File: config.mk
export PLATFORM = sky130hd
export DESIGN_NAME = mul_nibble_seq_ctrl_flat
export DESIGN_NICKNAME = d
export VERILOG_FILES = /design/src/rtl/mul_nibble_seq_ctrl_if.sv /design/src/rtl/mul_nibble_seq_ctrl.sv /design/src/flat_wrapper.sv
export SDC_FILE = /design/constraint.sdc
export NUM_CORES = 1
export LEC_CHECK = 0
export ABC_AREA = 1
export CAP_MARGIN = 15
export CORE_ASPECT_RATIO = 1.5
export CORE_MARGIN = 2
export CORE_UTILIZATION = 55
export CTS_CLUSTER_SIZE = 30
export DETAILED_ROUTE_END_ITERATION = 8
export PLACE_DENSITY_LB_ADDON = 0.25
export REMOVE_ABC_BUFFERS = 1
export SLEW_MARGIN = 20
export SYNTH_ARGS = -nofsm -noshare
export SYNTH_HDL_FRONTEND = slang
export SYNTH_SLANG_ARGS = --single-unit
export TNS_END_PERCENT = 100
File: constraint.sdc
create_clock -name clk -period 10.9 [get_ports clk]
set_input_delay 2.725 -clock clk [delete_from_list [all_inputs] [get_ports clk]]
set_output_delay 2.725 -clock clk [all_outputs]
set_load 0.05 [all_outputs]
File: src/rtl/mul_nibble_seq_ctrl_if.sv
// Operand/product handshake bundle for the nibble-serial multiplier controller.
interface mul_nibble_seq_ctrl_if #(
  parameter int N = 2
);
  localparam int W = 4 * N;

  logic           in_valid;
  logic           in_ready;
  logic [W-1:0]   a;
  logic [W-1:0]   b;
  logic           out_valid;
  logic           out_ready;
  logic [2*W-1:0] p;
  logic           busy;

  modport master (
    output in_valid, a, b, out_ready,
    input  in_ready, out_valid, p, busy
  );

  modport slave (
    input  in_valid, a, b, out_ready,
    output in_ready, out_valid, p, busy
  );
endinterface

File: src/rtl/mul_nibble_seq_ctrl.sv
// Wide unsigned multiplier built by time-sharing one 4x4 multiplier across
// all nibble pairs, accumulating shifted partial products over N*N cycles.
module mul_nibble_seq_ctrl #(
  parameter int N = 2
) (
  input  logic                  clk,
  input  logic                  rst_n,
  mul_nibble_seq_ctrl_if.slave  bus
);
  localparam int W  = 4 * N;
  localparam int PW = 8 * N;
  localparam int IW = (N > 1) ? $clog2(N) : 1;
  localparam logic [IW-1:0] LAST = IW'(N - 1);

  typedef enum logic [1:0] {
    IDLE = 2'd0,
    RUN  = 2'd1,
    DONE = 2'd2
  } state_t;

  state_t        state_q, state_d;
  logic [W-1:0]  a_q, a_d;
  logic [W-1:0]  b_q, b_d;
  logic [PW-1:0] acc_q, acc_d;
  logic [PW-1:0] p_q, p_d;
  logic [IW-1:0] i_q, i_d;
  logic [IW-1:0] j_q, j_d;

  logic [3:0]    mul_x;
  logic [3:0]    mul_y;
  logic [7:0]    pp;
  logic [IW:0]   ij_sum;
  logic [PW-1:0] term;

  assign mul_x  = a_q[{i_q, 2'b00} +: 4];
  assign mul_y  = b_q[{j_q, 2'b00} +: 4];
  assign ij_sum = {1'b0, i_q} + {1'b0, j_q};
  assign term   = PW'(pp) << {ij_sum, 2'b00};

  _4x4_multiplier u_mul (
    .x (mul_x),
    .y (mul_y),
    .p (pp)
  );

  // in_ready is also gated by rst_n so it stays low for the whole reset window
  assign bus.in_ready  = (state_q == IDLE) && rst_n;
  assign bus.out_valid = (state_q == DONE);
  assign bus.busy      = (state_q != IDLE);
  assign bus.p         = p_q;

  always_ff @(posedge clk or negedge rst_n) begin
    if (!rst_n) begin
      state_q <= IDLE;
      a_q     <= '0;
      b_q     <= '0;
      acc_q   <= '0;
      p_q     <= '0;
      i_q     <= '0;
      j_q     <= '0;
    end else begin
      state_q <= state_d;
      a_q     <= a_d;
      b_q     <= b_d;
      acc_q   <= acc_d;
      p_q     <= p_d;
      i_q     <= i_d;
      j_q     <= j_d;
    end
  end

  always_comb begin
    state_d = state_q;
    a_d     = a_q;
    b_d     = b_q;
    acc_d   = acc_q;
    p_d     = p_q;
    i_d     = i_q;
    j_d     = j_q;

    case (state_q)
      IDLE: begin
        if (bus.in_valid) begin
          a_d     = bus.a;
          b_d     = bus.b;
          acc_d   = '0;
          i_d     = '0;
          j_d     = '0;
          state_d = RUN;
        end
      end

      RUN: begin
        acc_d = acc_q + term;
        if (i_q == LAST) begin
          i_d = '0;
          // p is loaded on the final step so it is already valid on DONE entry
          if (j_q == LAST) begin
            j_d     = '0;
            p_d     = acc_q + term;
            state_d = DONE;
          end else begin
            j_d = j_q + 1'b1;
          end
        end else begin
          i_d = i_q + 1'b1;
        end
      end

      DONE: begin
        if (bus.out_ready) begin
          state_d = IDLE;
        end
      end

      default: begin
        state_d = IDLE;
      end
    endcase
  end
endmodule

module _4x4_multiplier (
  input  logic [3:0] x,
  input  logic [3:0] y,
  output logic [7:0] p
);
  assign p = {4'b0000, x} * {4'b0000, y};
endmodule

File: src/flat_wrapper.sv
// flat-port wrapper written by rule: the top's interface ports become plain ports
module mul_nibble_seq_ctrl_flat 
#(
  parameter int N = 2
)
  (clk, rst_n, bus_in_valid, bus_a, bus_b, bus_out_ready, bus_in_ready, bus_out_valid, bus_p, bus_busy);
  mul_nibble_seq_ctrl_if #(.N(N)) bus_i ();
  input  logic clk;
  input  logic rst_n;
  input wire logic [$bits(bus_i.in_valid)-1:0] bus_in_valid;
  input wire logic [$bits(bus_i.a)-1:0] bus_a;
  input wire logic [$bits(bus_i.b)-1:0] bus_b;
  input wire logic [$bits(bus_i.out_ready)-1:0] bus_out_ready;
  output wire logic [$bits(bus_i.in_ready)-1:0] bus_in_ready;
  output wire logic [$bits(bus_i.out_valid)-1:0] bus_out_valid;
  output wire logic [$bits(bus_i.p)-1:0] bus_p;
  output wire logic [$bits(bus_i.busy)-1:0] bus_busy;
  assign bus_i.in_valid = bus_in_valid;
  assign bus_i.a = bus_a;
  assign bus_i.b = bus_b;
  assign bus_i.out_ready = bus_out_ready;
  assign bus_in_ready = bus_i.in_ready;
  assign bus_out_valid = bus_i.out_valid;
  assign bus_p = bus_i.p;
  assign bus_busy = bus_i.busy;
  mul_nibble_seq_ctrl #(.N(N)) u_core (.clk(clk), .rst_n(rst_n), .bus(bus_i));
endmodule
Word-level counts from Yosys, hierarchy flattened
Index checks and enable logic that the tools add are counted.
W data, S select, Z words.
{ "word_totals": {"ff_bits": 52, "out_inout_bits": 19} }
{ "op_classes": {"add_sub_neg": 4, "n_mul": 1, "eq_ne": 6, "shifts": 3, "muxes": 13, "n_reduce_logical": 9} }
{ "op_table": {"columns": ["op", "n"], "rows": [
  ["$pmux W16 S2", 1],
  ["$add A16 B16 Y16", 1],
  ["$mux W16", 1],
  ["$shiftx A8 B4 Y4", 2],
  ["$shl A8 B4 Y16", 1],
  ["$mul A4 B4 Y8", 1],
  ["$mux W2", 4],
  ["$pmux W2 S3", 1],
  ["$reduce_and A3 Y1", 2],
  ["$mux W1", 4],
  ["$ne A2 B1 Y1 const B", 2],
  ["$ne A2 B2 Y1 const B", 2],
  ["$pmux W1 S2", 2],
  ["$reduce_and A2 Y1", 2],
  ["$reduce_and A4 Y1", 1],
  ["$reduce_bool A2 Y1", 2],
  ["$add A1 B1 Y1 const B", 2],
  ["$add A1 B1 Y2", 1],
  ["$eq A2 B1 Y1 const B", 1],
  ["$eq A2 B2 Y1 const B", 1],
  ["$logic_not A2 Y1", 1],
  ["$logic_and A1 B1 Y1", 1]
]} }

Logic depth before layout (Yosys ltp)
Gate-level depths: netlist of the first run.
{ "depth": {"word_depth": 5, "ltp_mapped": 24, "depth_no_buf": 23} }

Modules after synthesis
A second synthesis of the first run with hierarchy kept.
{ "hier_totals": {"cells_unflattened": 537, "area_unflattened_um2": 3737.3} }
{ "by_module_without_submodules": {"columns": ["mod", "instances", "cells_each", "area_per_inst_um2", "seq_area_each_um2"], "rows": [
  ["mul_nibble_seq_ctrl", 1, 467, 3269.4, 1301.2],
  ["_4x4_multiplier", 1, 70, 467.9, 0.0]
]} }

Worst setup path after synthesis of the first run
Ideal clock, no wire load.
{ "synth_path": {"path_type": "input port to output port", "start": "input rst_n", "end": "output bus_in_ready", "arrival_time_ns": 3.403, "required_ns": 8.175, "setup_slack_ns": 4.772, "path_stages": 2, "n_path_buf": 0, "path_cell_list": "inv_1 -> nor2_1"} }
{ "synth_between": {"elab_chain_cells": 1} }
{ "synth_lines": {"columns": ["item", "line_no", "rtl"], "rows": [
  ["start: declaration", "flat_wrapper.sv:9", "input logic rst_n;"],
  ["$logic_and A1 B1 Y1", "mul_nibble_seq_ctrl.sv:47", "assign bus.in_ready = (state_q == IDLE) && rst_n;"],
  ["end: declaration", "flat_wrapper.sv:14", "output wire logic [$bits(bus_i.in_ready)-1:0] bus_in_ready;"]
]} }
Every way passes these cells.

Worst setup path in the final report of the first run
Same ends and word-level chain as after synthesis.

==> impl_results.md, run 1 <==
- Storage cell area: 1300 um^2
- Clock Path Buffers: 2
- GPL Wtd Cong: 0.932
- Hold Crit Depth: 2
- Critical path launch point type: input port
- Register area share after synthesis: 37.8%
- Maximum capacitance violations: 0
- Synth Flop Type: dfrtp_1
- Area growth from synthesis to layout: 14.9%
- N_diodes: 0
- Largest net degree at the start of global routing: 54
- CP max-delay cell: clkdlybuf4s50_1
- PostCTS Resize Cnt: 0
- CTS tree: done
- YS warnings: 0
- RSZ-0062 raised after global routing: false
- Post-Syn Area: 3450 um^2
- Critical Path RT: 8.18 ns
- Vias in the first global route: 2,850
- DRT iter0 DRCs: 106
- NumNets Final: 490
- Setup Buffers After CTS: 0
- EDFF count, synth: 0
- Critical Path Max Stage Delay: 0.80 ns
- Fillers: 538
- 1st-pass router iterations: 4
- Num CTS Buffers: 5
- Worst-Margin Slew: 0.673 ns
- Die height: 101 um
- H-Tree Level Count: 2
- Multi-input combinational cell area: 1940 um^2
- Die area: 6930 um^2
- Avg Cell Area, Syn: 8.64 um^2
- Status: completed
- Post-detail-place hpwl: 5660 um
- Share of cells above drive strength 1: 11.6%
- Synth async-reset ratio: 100%
- Slew headroom: 55.1%
- Antenna-violating nets left: 0
- Core area: 6090 um^2
- Initial Utilization: 56.6%
- Setup Skew: 0.00954 ns
- R2R depth: 19
- Crit Path Max Fanout: 53
- Worst setup EP type: primary output
- PortBufs: 38
- Clock Latency Late Sink: 0.32 ns
- Die width: 68.6 um
- CP arrival: 4.36 ns
- Final hold viol count: 0
- Grt total ovfl: 0
- Ports: 39
- Clock Sinks: 52
- Final worst path period share: 65.0%
- Final total negative setup slack: 0 ns
- Fmax: 141 MHz
- Final wirelength: 7310 um
- CP Class: in -> out
- Post-synth cell types: 39
- Vias post-DR: 2,775
- Detailed-route wire length per cell: 14.3 um
- Residual DRC: 0
- First-pass GRT wire length: 12,400 um
- Min-delay worst type: reg -> reg
- CP cell instances: buf_2 > buf_4 > inv_1 > nor2_1 > clkdlybuf4s50_1
- Row count: 35
- Post-Synthesis Cells: 399
- Vias/cell: 5.42
- Max-slew violation count: 0
- Root Buffer: clkbuf_8
- Initial antenna violation count: 0
- R2r setup slk: 5.95 ns
- Gr usage total: 23.9%
- # setup viols final: 0
- Clock slew at reported path FFs: 0.11 ns
- Yosys reg bits: 52
- Hold buffer count at cts: 0
- Min cycle time layout: 7.09 ns
[state kept, by name (all words and copies together), names as in the netlist]
name            count
u_core.a_q          8
u_core.acc_q       16
u_core.b_q          8
u_core.bus.p       16
u_core.i_q          1
u_core.j_q          1
u_core.state_q      2
[layer usage]
layer  up-vias  global-route usage (%)  share of wire, %  wire, um
li1       1400                       -                 -         -
met2        56                    45.0                55      4030
met3        17                    3.24               2.6       189
met1      1302                    25.2                39      2880
met4         0                    10.3               2.8       202
met5         -                       0                 0         0
[cell usage in the layout, fill, tap and decap left out, types with 3 or more instances in the layout]
cell              n
a21oi_1          14
a21oi_2           4
clkbuf_8          5
clkdlybuf4s50_1  37
dfrtp_1          52
fa_1              5
ha_1             28
inv_1            34
mux2_2           16
mux2i_1           9
nand2_1          91
nand3_1          25
nand3_2           3
nand3b_1          3
nand4_1           3
nor2_1           38
o21ai_0          19
o21ai_1           9
o21ai_2           4
or2_2             4
xnor2_1           4
xor2_1            7
[synthesized netlist by cell type, types with 2 or more instances]
master / n / share of area, %
nand3b_1: 3 / 0.65
a21oi_1: 14 / 2.0
o21bai_1: 2 / 0.44
xnor2_1: 4 / 1.0
o22ai_1: 2 / 0.36
buf_6: 3 / 0.98
mux2_2: 16 / 5.2
nand2_1: 91 / 9.9
nand2_2: 2 / 0.36
fa_1: 5 / 2.9
dfrtp_1: 52 / 38
xor2_1: 7 / 1.8
nand3_1: 25 / 3.6
inv_1: 34 / 3.7
nand3_2: 3 / 0.87
nand4_1: 3 / 0.54
o21ai_2: 4 / 1.0
buf_2: 3 / 0.44
ha_1: 28 / 10
nor2_1: 38 / 4.1
o21ai_1: 9 / 1.3
a21oi_2: 4 / 1.0
or2_2: 4 / 0.73
inv_2: 2 / 0.22
mux2i_1: 9 / 2.6
o21ai_0: 19 / 2.8
[metrics by stage]
| step | hold WS, ns | utilization [%] | worst slack (ns) | cell area [um^2] | cells |
|---|---|---|---|---|---|
| floorplan | 0.456 | - | 4.77 | 3390 | 391 |
| global placement | 0.463 | 63.4 | 3.79 | 3860 | 504 |
| detailed placement | 0.465 | 63.4 | 3.77 | 3860 | 504 |
| CTS | 0.493 | 65.0 | 3.76 | 3960 | 512 |
| global route | 0.516 | 65.0 | 3.60 | 3960 | 512 |
| finish | 0.487 | 65.0 | 3.81 | 3960 | 512 |
[cell type report]
type                    count  area share (%)
well taps                  74            2.34
multi-input cells         301            49.0
clock inverters             3           0.727
repair buffers             39            9.67
clock buffers               5            1.74
flip-flops and latches     52            32.9
inverters                  38            3.67
[worst max-delay path, delay by kind of cell]
kind	cells	cell delay, ns
and+or+nand+nor	1	0.12
buffers and inverters	4	1.48
[kinds of logic after synthesis]
| kind of cell | after synthesis | share of synthesized area (%) |
|---|---|---|
| AO/OA/AOI/OAI | 58 | 10.1 |
| buffers and inverters | 46 | 5.95 |
| flip-flops | 52 | 37.8 |
| AND/OR/NAND/NOR | 174 | 22.4 |
| XOR/XNOR | 11 | 2.80 |
| adder cells (fa/ha/maj) | 33 | 13.1 |
| multiplexers | 25 | 7.84 |
[worst paths after layout]
| path | from | endpoint |
|---|---|---|
| max | rst_n | bus_in_ready |
| max reg2reg | u_core.i_q | u_core.acc_q[9] |
| min reg2reg | u_core.bus.p[7] | u_core.bus.p[7] |
| min | u_core.bus.p[7] | u_core.bus.p[7] |
| min in group asynchronous | rst_n | u_core.bus.p[1] |
| max in group asynchronous | rst_n | u_core.acc_q[0] |
Power of run 1 is not shown: default switching activity piles up to over one toggle a cycle in this logic, so the estimate is an artifact.
==> run 2: changes to the inputs <==
--- a/config.mk
+++ b/config.mk
@@ -9,7 +9,7 @@
 export CAP_MARGIN = 15
 export CORE_ASPECT_RATIO = 1.5
 export CORE_MARGIN = 2
-export CORE_UTILIZATION = 55
+export CORE_UTILIZATION = 51
 export CTS_CLUSTER_SIZE = 30
 export DETAILED_ROUTE_END_ITERATION = 8
 export PLACE_DENSITY_LB_ADDON = 0.25
==> constraint.sdc (replaced) <==
create_clock -name clk -period 5.8 [get_ports clk]
set_input_delay 1.45 -clock clk [delete_from_list [all_inputs] [get_ports clk]]
set_output_delay 1.45 -clock clk [all_outputs]
set_load 0.05 [all_outputs]
==> impl_results.md, run 2 (synthesis results as in run 1) <==
- Clock Sinks: 52
- Residual DRC: 0
- CP Class: reg -> reg
- Area growth from synthesis to layout: 15.4%
- CP max-delay cell: dfrtp_1
- Initial antenna violation count: 0
- Detailed-route wire length per cell: 14.6 um
- Min cycle time layout: 4.76 ns
- Hold_sp: u_core.bus.p[0]
- Initial Utilization: 52.8%
- Antenna-violating nets left: 0
- Most frequent cells in the layout: nand2_1 (91), dfrtp_1 (52), nor2_1 (38)
- N_diodes: 0
- Die area: 7440 um^2
- Final worst path period share: 82.0%
- CP arrival: 4.96 ns
- PostCTS Resize Cnt: 0
- Vias post-DR: 2,759
- Vias in the first global route: 2,786
- Worst setup EP type: flip-flop
- Critical Path Max Stage Delay: 0.59 ns
- Worst flop-to-flop path endpoint: u_core.acc_q[11]
- Clock Path Buffers: 2
- Die width: 71.1 um
- Commonest non-fill, non-tap cell in the layout: nand2_1
- Die height: 105 um
- CTS tree: done
- DRT iter0 DRCs: 106
- Fmax: 210 MHz
- Final hold viol count: 0
- First-pass GRT wire length: 12,800 um
- CP Buf/Inv Count: 2
- Max-slew violation count: 0
- Setup Skew: 0.0132 ns
- Crit Path Max Fanout: 7
- Final core utilization: 60.9%
- Critical path launch point type: flip-flop
- Clock Latency Late Sink: 0.32 ns
- Grt total ovfl: 0
- Critical path origin: u_core.i_q
- GPL Wtd Cong: 0.956
- Design Area, Final: 3980 um^2
- Row count: 36
- Min-delay worst type: reg -> reg
- R2R depth: 18
- Hold Crit Depth: 2
- Share of cells above drive strength 1: 11.6%
- Critical Path RT: 6.00 ns
- H-Tree Level Count: 2
- Final wirelength: 7480 um
- Ports: 39
- 1st-pass router iterations: 4
- Num CTS Buffers: 5
- Status: completed
- Root Buffer: clkbuf_8
- Final total negative setup slack: 0 ns
- Core area: 6530 um^2
- Vias/cell: 5.37
- R2r setup slk: 1.04 ns
- PortBufs: 38
- # setup viols final: 0
- Hold buffer count at cts: 0
- Post-detail-place hpwl: 6010 um
- Worst r2r src: u_core.i_q
- WHS Endpoint: u_core.bus.p[0]
- CP cell instances: mux2i_1 > or2_2 > fa_1 > inv_1 > fa_1 > inv_1 > fa_1 > o21ai_0 > xnor2_1 > nand2_1 > o21ai_0 > nor2_1 > ha_1 > a21oi_1 > nand3_2 > a21oi_2 > xor2_1 > o21ai_1
- Critical path's most frequent cell: fa_1
- Worst-Margin Slew: 0.660 ns
- Area after DPL: 3860 um^2
- Gr usage total: 22.0%
- Setup Buffers After CTS: 0
- Maximum capacitance violations: 0
- RSZ-0062 raised after global routing: false
- CP top delay family: adder cells
- Largest net degree at the start of global routing: 53
- Slew headroom: 56.0%
- NumNets Final: 490
- Clock slew at reported path FFs: 0.10 ns
[run 2: cell types whose count changed in the layout (fill, tap and decap cells not counted)]
cell and change:
bufinv_16 +1, clkinv_2 +1, clkinvlp_4 +1, inv_6 -2
inv_8 -1
[run 2: through the flow]
| stage | worst slack, ns | std cells | hold slack, ns |
|---|---|---|---|
| 6_report | 1.04 | 514 | 0.487 |
| 5_1_grt | 0.597 | 514 | 0.518 |
| 3_5_place_dp | 1.04 | 506 | 0.466 |
| 4_1_cts | 1.02 | 514 | 0.489 |
| 2_1_floorplan | 1.42 | 391 | 0.456 |
| 3_3_place_gp | 1.19 | 506 | 0.461 |
[run 2: worst reg2reg max path: stages (launching register included)]
cell and delay (ns):
dfrtp_1 0.59, mux2i_1 0.21, or2_2 0.35, fa_1 0.53, inv_1 0.06, fa_1 0.56
inv_1 0.07, fa_1 0.44, o21ai_0 0.22, xnor2_1 0.17, nand2_1 0.07, o21ai_0 0.11
nor2_1 0.08, ha_1 0.34, a21oi_1 0.25, nand3_2 0.17, a21oi_2 0.16, xor2_1 0.19
o21ai_1 0.08
[run 2: worst max-delay path by stage]
| stage | endpoint | slack (ns) | cells past startpoint |
|---|---|---|---|
| floorplan | u_core.bus.p[11] | 1.42 | 18 |
| global placement | u_core.acc_q[11] | 1.19 | 18 |
| detailed placement | u_core.acc_q[11] | 1.04 | 18 |
| CTS | u_core.acc_q[11] | 1.02 | 18 |
| global route | u_core.bus.p[9] | 0.60 | 19 |
| finish | u_core.acc_q[11] | 1.04 | 18 |
[run 2: metal layers]
metal,up-vias,routed length [um],global-route usage [%]
met3,19,211,3.57
met1,1303,2980,24.1
li1,1390,-,-
met5,-,0,0
met4,0,293,10.8
met2,47,4000,40.0
[run 2: layout make-up]
cell class                      count  area [um^2]
Timing Repair Buffer               39          383
Multi-Input combinational cell    301         1940
Fill cell                         580         2560
Clock buffer                        5         68.8
Sequential cell                    52         1300
Clock inverter                      3         42.5
Tap cell                           76         95.1
Inverter                           38          145
Power of run 2 is left out for the same reason.
